===== config.mk =====
export PLATFORM = sky130hd
export DESIGN_NAME = fifo_stream_flat
export DESIGN_NICKNAME = d
export VERILOG_FILES = /design/src/rtl/fifo_stream_pkg.sv /design/src/rtl/fifo_stream_if.sv /design/src/rtl/fifo_stream_ram.sv /design/src/rtl/fifo_stream.sv /design/src/flat_wrapper.sv
export SDC_FILE = /design/constraint.sdc
export NUM_CORES = 1
export LEC_CHECK = 0
export CORE_MARGIN = 3
export CORE_UTILIZATION = 60
export DETAILED_ROUTE_END_ITERATION = 7
export GPL_TIMING_DRIVEN = 0
export PLACE_DENSITY = 0.88
export SETUP_SLACK_MARGIN = 0.02
export SYNTH_ARGS = -nofsm -noshare
export SYNTH_HDL_FRONTEND = slang
export SYNTH_SLANG_ARGS = --single-unit
export TNS_END_PERCENT = 50

===== constraint.sdc =====
create_clock -name clk -period 17.9 [get_ports clk]
set_clock_uncertainty 0.15 [all_clocks]
set_input_delay 5.37 -clock clk [delete_from_list [all_inputs] [get_ports clk]]
set_output_delay 5.37 -clock clk [all_outputs]
set_load 0.02 [all_outputs]

===== src/rtl/fifo_stream_pkg.sv =====
// Shared helpers for the FIFO family: counter and pointer widths, wrapping pointer increment.
package fifo_pkg;

  function automatic int cnt_width(input int depth);
    return $clog2(depth + 1);
  endfunction

  function automatic int ptr_width(input int depth);
    return (depth > 1) ? $clog2(depth) : 1;
  endfunction

  // Wraps explicitly at depth-1 so non power-of-two depths never alias.
  function automatic int ptr_inc(input int ptr, input int depth);
    return (ptr == depth - 1) ? 0 : ptr + 1;
  endfunction

endpackage


===== src/rtl/fifo_stream_if.sv =====
// Valid/ready streaming bundle: write side (in_*) and FWFT read side (out_*).
interface fifo_stream_if #(
  parameter int WIDTH = 32
);
  logic             in_valid;
  logic             in_ready;
  logic [WIDTH-1:0] in_data;
  logic             out_valid;
  logic             out_ready;
  logic [WIDTH-1:0] out_data;

  modport master (
    output in_valid, in_data, out_ready,
    input  in_ready, out_valid, out_data
  );

  modport slave (
    input  in_valid, in_data, out_ready,
    output in_ready, out_valid, out_data
  );
endinterface


===== src/rtl/fifo_stream_ram.sv =====
// FIFO storage: one clocked write port, one asynchronous read port, no reset.
module fifo_ram
  import fifo_pkg::*;
#(
  parameter int WIDTH = 32,
  parameter int DEPTH = 16,
  parameter int AW    = ptr_width(DEPTH)
) (
  input  logic             clk,
  input  logic             we_i,
  input  logic [AW-1:0]    waddr_i,
  input  logic [WIDTH-1:0] wdata_i,
  input  logic [AW-1:0]    raddr_i,
  output logic [WIDTH-1:0] rdata_o
);

  logic [WIDTH-1:0] mem_q [DEPTH];

  always_ff @(posedge clk) begin
    if (we_i) begin
      mem_q[waddr_i] <= wdata_i;
    end
  end

  assign rdata_o = mem_q[raddr_i];

endmodule


===== src/rtl/fifo_stream.sv =====
// Synchronous FWFT stream FIFO with occupancy, almost flags, high-water mark and flush.
module fifo_stream
  import fifo_pkg::*;
#(
  parameter int WIDTH     = 32,
  parameter int DEPTH     = 16,
  parameter int AF_LEVEL  = DEPTH - 2,
  parameter int AE_LEVEL  = 2,
  parameter int CNT_WIDTH = cnt_width(DEPTH)
) (
  input  logic                 clk,
  input  logic                 rst,
  input  logic                 flush_i,
  fifo_stream_if.slave         s,
  output logic [CNT_WIDTH-1:0] count_o,
  output logic                 full_o,
  output logic                 empty_o,
  output logic                 almost_full_o,
  output logic                 almost_empty_o,
  output logic [CNT_WIDTH-1:0] peak_o
);

  localparam int PW = ptr_width(DEPTH);

  logic [PW-1:0]        wrPtr_q, wrPtr_d, rdPtr_q, rdPtr_d;
  logic [CNT_WIDTH-1:0] count_q, count_d, peak_q, peak_d;
  logic                 full, empty, push, pop;

  assign full  = (count_q == CNT_WIDTH'(DEPTH));
  assign empty = (count_q == '0);

  // Handshakes come from registered state only; flush merely forces them low.
  assign s.in_ready  = !full && !flush_i;
  assign s.out_valid = !empty && !flush_i;
  assign push        = s.in_valid && s.in_ready && !rst;
  assign pop         = s.out_valid && s.out_ready && !rst;

  always_comb begin
    wrPtr_d = wrPtr_q;
    rdPtr_d = rdPtr_q;
    count_d = count_q;
    if (push) begin
      wrPtr_d = PW'(ptr_inc(int'(wrPtr_q), DEPTH));
    end
    if (pop) begin
      rdPtr_d = PW'(ptr_inc(int'(rdPtr_q), DEPTH));
    end
    case ({push, pop})
      2'b10:   count_d = count_q + 1'b1;
      2'b01:   count_d = count_q - 1'b1;
      default: count_d = count_q;
    endcase
    peak_d = (count_d > peak_q) ? count_d : peak_q;
  end

  always_ff @(posedge clk) begin
    if (rst || flush_i) begin
      wrPtr_q <= '0;
      rdPtr_q <= '0;
      count_q <= '0;
      peak_q  <= '0;
    end else begin
      wrPtr_q <= wrPtr_d;
      rdPtr_q <= rdPtr_d;
      count_q <= count_d;
      peak_q  <= peak_d;
    end
  end

  fifo_ram #(
    .WIDTH(WIDTH),
    .DEPTH(DEPTH),
    .AW   (PW)
  ) uRam (
    .clk    (clk),
    .we_i   (push),
    .waddr_i(wrPtr_q),
    .wdata_i(s.in_data),
    .raddr_i(rdPtr_q),
    .rdata_o(s.out_data)
  );

  assign count_o        = count_q;
  assign peak_o         = peak_q;
  assign full_o         = full;
  assign empty_o        = empty;
  assign almost_full_o  = (int'(count_q) >= AF_LEVEL);
  assign almost_empty_o = (int'(count_q) <= AE_LEVEL);

  // A stalled producer must hold its word until it is taken.
  assert property (@(posedge clk) disable iff (rst || flush_i)
    (s.in_valid && !s.in_ready) |=> $stable(s.in_data));
  assert property (@(posedge clk) disable iff (rst) count_q <= CNT_WIDTH'(DEPTH));
  assert property (@(posedge clk) disable iff (rst) !(push && full) && !(pop && empty));

endmodule


===== src/flat_wrapper.sv =====
// flat-port wrapper written by rule: the top's interface ports become plain ports
module fifo_stream_flat import fifo_pkg::*;
#(
  parameter int WIDTH     = 32,
  parameter int DEPTH     = 16,
  parameter int AF_LEVEL  = DEPTH - 2,
  parameter int AE_LEVEL  = 2,
  parameter int CNT_WIDTH = cnt_width(DEPTH)
)
  (clk, rst, flush_i, count_o, full_o, empty_o, almost_full_o, almost_empty_o, peak_o, s_in_valid, s_in_data, s_out_ready, s_in_ready, s_out_valid, s_out_data);
  fifo_stream_if #(.WIDTH(WIDTH)) s_i ();
  input  logic clk;
  input  logic rst;
  input  logic flush_i;
  output logic [CNT_WIDTH-1:0] count_o;
  output logic full_o;
  output logic empty_o;
  output logic almost_full_o;
  output logic almost_empty_o;
  output logic [CNT_WIDTH-1:0] peak_o;
  input wire logic [$bits(s_i.in_valid)-1:0] s_in_valid;
  input wire logic [$bits(s_i.in_data)-1:0] s_in_data;
  input wire logic [$bits(s_i.out_ready)-1:0] s_out_ready;
  output wire logic [$bits(s_i.in_ready)-1:0] s_in_ready;
  output wire logic [$bits(s_i.out_valid)-1:0] s_out_valid;
  output wire logic [$bits(s_i.out_data)-1:0] s_out_data;
  assign s_i.in_valid = s_in_valid;
  assign s_i.in_data = s_in_data;
  assign s_i.out_ready = s_out_ready;
  assign s_in_ready = s_i.in_ready;
  assign s_out_valid = s_i.out_valid;
  assign s_out_data = s_i.out_data;
  fifo_stream #(.WIDTH(WIDTH), .DEPTH(DEPTH), .AF_LEVEL(AF_LEVEL), .AE_LEVEL(AE_LEVEL), .CNT_WIDTH(CNT_WIDTH)) u_core (.clk(clk), .rst(rst), .flush_i(flush_i), .s(s_i), .count_o(count_o), .full_o(full_o), .empty_o(empty_o), .almost_full_o(almost_full_o), .almost_empty_o(almost_empty_o), .peak_o(peak_o));
endmodule

==> summary.txt <==
Run status
  • Run status: finished clean

Logic synthesis
  • Synthesized area: 20700 um^2
  • Cell count after synthesis: 865
  • Top_reg_cell synth: edfxtp_1
  • Largest area contributor in the netlist: edfxtp_1
  • Synth top area cells: edfxtp_1 (74%), mux4_2 (12%), mux4_1 (6.3%)
  • Async SR Flop Fraction: 0%
  • Synth unique cells: 43
  • Synth Net Count: 915
  • Post-synth top area share: 74.1%
  • Seq/Total Area, Yosys: 76.3%
  • YS warnings: 0
  • Seq cells post-synth: 534
  • Most frequent cells after synthesis: edfxtp_1 (512), mux4_2 (110), mux4_1 (50)
  • Post-synth EDFFs: 512
  • Most common cell in the netlist: edfxtp_1
  • Syn avg cell area: 24.0 um^2

CTS
  • Clk root buf: clkbuf_16
  • Clk slew on worst S/H paths: 60 ps
  • Resized cells post-CTS: 0
  • Setup bufs post-CTS: 0
  • Hold-fix buffers, CTS: 0
  • CTS tree: built
  • Worst skew pair latency: 560 ps
  • Clock sink count: 534
  • Htree depth: 2
  • Clock buffer depth: 3
  • CTS buffer count: 51

Worst setup path
  • Slowest CP cell: clkdlybuf4s50_1
  • Setup Crit Path Kind: input pin to output pin
  • Critical path arrival: 6600 ps
  • Cell chain of the critical path: clkdlybuf4s50_1 > nor2_1 > clkdlybuf4s50_1
  • CP delay by family, top: buffers and inverters
  • WP buf/inv: 2
  • Crit Path Max Fanout: 4
  • CP startpoint kind: input pin
  • Delay of the slowest cell on the worst path: 620 ps
  • Setup crit end kind: output pin
  • Data required, critical path: 12380 ps
  • CP most frequent cell: clkdlybuf4s50_1
  • Flop-to-flop setup slack: 13180 ps

Global routing
  • Largest net degree at the start of global routing: 26
  • Number of antenna violations at the first check in global routing: 0
  • GRT overflow: 0
  • First-pass GRT wire length: 72400 um
  • GRT Util Overall: 28.1%
  • Number of global-route vias before repair: 10400

Placed design
  • PortBufs: 84
  • Final HPWL DP: 29200 um
  • RD Place Congestion: 0.758
  • Pre-CTS WS: 5760 ps

Pwr
  • PD cells: 99.2 nW/um^2
  • Leakage power total: 7.52 nW
  • Maximum VDD drop: 81.7 uV

Route
  • DRC viols: 0
  • Vias per inst: 6.88
  • Post-route ant nets: 0
  • DR WL/cell: 33.4 um
  • DR vias: 10400
  • Drt initial violations: 1245
  • Final wirelength: 50500 um
  • DRT Pass-1 Iters: 5

Floorplanning
  • Placeable Area: 33800 um^2
  • Die Ht: 192 um
  • Row cnt: 67
  • Io pins: 85
  • Total die area: 36800 um^2
  • Starting Density: 61.4%
  • Die Wd: 192 um

Flow run
  • Max cap viols: 0

Timing
  • Min setup slack post-route: 5780 ps
  • Fin crit period: 12120 ps
  • Period utilization: 67.7%
  • Fmax: 0.0825 GHz
  • RSZ-0062 raised after global routing: false
  • # setup viols final: 0
  • Relative slew slack: 24.8%
  • Final Hold Fails: 0
  • TNS Setup: 0 ps
  • Slew Viols, Final: 0
  • Tightest Pin Transition: 1130 ps

Finish
  • Share of layout cells above drive strength 1: 23.1%
  • Area Growth Syn to Fin: 16.3%
  • Layout Nets: 1082

Hold path
  • Hold Path Class: register to register
-- layer usage --
| layer | global-route usage [%] | wire, um | vias to the layer above |
|---|---|---|---|
| met5 | 0 | 0 | - |
| met4 | 8.89 | 1460 | 0 |
| met3 | 4.69 | 4480 | 101 |
| met2 | 47.6 | 26500 | 739 |
| met1 | 38.1 | 18000 | 5498 |
| li1 | - | - | 4075 |
-- final timing paths --
kind                                                    start                             to  cells after the start
worst min register to register  u_core.peak_o[4]$_SDFFE_PP0N_  u_core.peak_o[4]$_SDFFE_PP0N_                      2
worst max-delay path                                  flush_i                    s_out_valid                      3
worst max register to register   u_core.count_o[1]$_SDFF_PP0_  u_core.peak_o[0]$_SDFFE_PP0N_                     17
worst min-delay path            u_core.peak_o[4]$_SDFFE_PP0N_  u_core.peak_o[4]$_SDFFE_PP0N_                      2
-- cells in the final DEF (no fill, tap or decap), types with 4 or more instances in the layout --
master / n
clkdlybuf4s50_1: 84
nand3_1: 5
buf_6: 27
clkinv_1: 11
clkbuf_1: 29
buf_8: 6
mux4_2: 110
o21ai_0: 6
buf_2: 5
inv_6: 4
clkinv_2: 7
mux2i_1: 4
a21oi_1: 7
dfxtp_1: 22
inv_1: 13
nor2_1: 13
nand2_1: 11
and2_1: 5
edfxtp_1: 512
ha_1: 13
buf_12: 8
and2_2: 4
nor3b_2: 4
mux4_1: 50
clkbuf_16: 51
-- power breakdown --
| group | switching (mW) | internal, mW | leakage, nW | total, mW |
|---|---|---|---|---|
| combinational | 0.0287 | 0.0181 | 2.01 | 0.0468 |
| clock | 0.440 | 0.535 | 0.722 | 0.975 |
| sequential | 0.00130 | 1.37 | 4.78 | 1.37 |
| total | 0.470 | 1.92 | 7.52 | 2.39 |
-- through the flow --
| stage | hold WS, ps | cells | power (mW) | instance area [um^2] | util, % |
|---|---|---|---|---|---|
| floorplan | 321 | 865 | 1.41 | 20700 | - |
| global placement | 336 | 1397 | 1.44 | 22100 | 65.5 |
| detailed placement | 347 | 1427 | 1.44 | 22700 | 67.1 |
| CTS | 363 | 1512 | 2.40 | 24100 | 71.4 |
| global route | 407 | 1512 | 2.45 | 24100 | 71.4 |
| finish | 364 | 1513 | 2.39 | 24100 | 71.4 |
-- logic make-up after synthesis --
family	synth area share (%)
flip-flops	76.3
multiplexers	18.5
AND/OR/NAND/NOR	1.68
buffers and inverters	1.61
AO/OA/AOI/OAI	0.893
adder cells (fa/ha/maj)	0.784
XOR/XNOR	0.253
-- state kept, by name, indices dropped and copies added (netlist names), named ones only --
register           flops
u_core.peak_o          5
u_core.wrPtr_q         4
u_core.uRam.mem_q    512
u_core.count_o         5
u_core.rdPtr_q         4
-- tightest hold or removal path: cells and delay by family, from the launching register on --
family | cells | cell delay, ps
compound gates | 1 | 80
buf+inv | 1 | 70
flops | 1 | 310
-- cell type report --
type	instances	area (um^2)
Buffer	42	282
Tap cell	448	561
Timing Repair Buffer	114	1310
Inverter	14	52.6
Antenna cell	1	2.50
Fill cell	1793	9660
Sequential cell	534	15800
Clock buffer	60	1310
Multi-Input combinational cell	275	4640
Clock inverter	25	160
(Power assumes the default switching activity.)
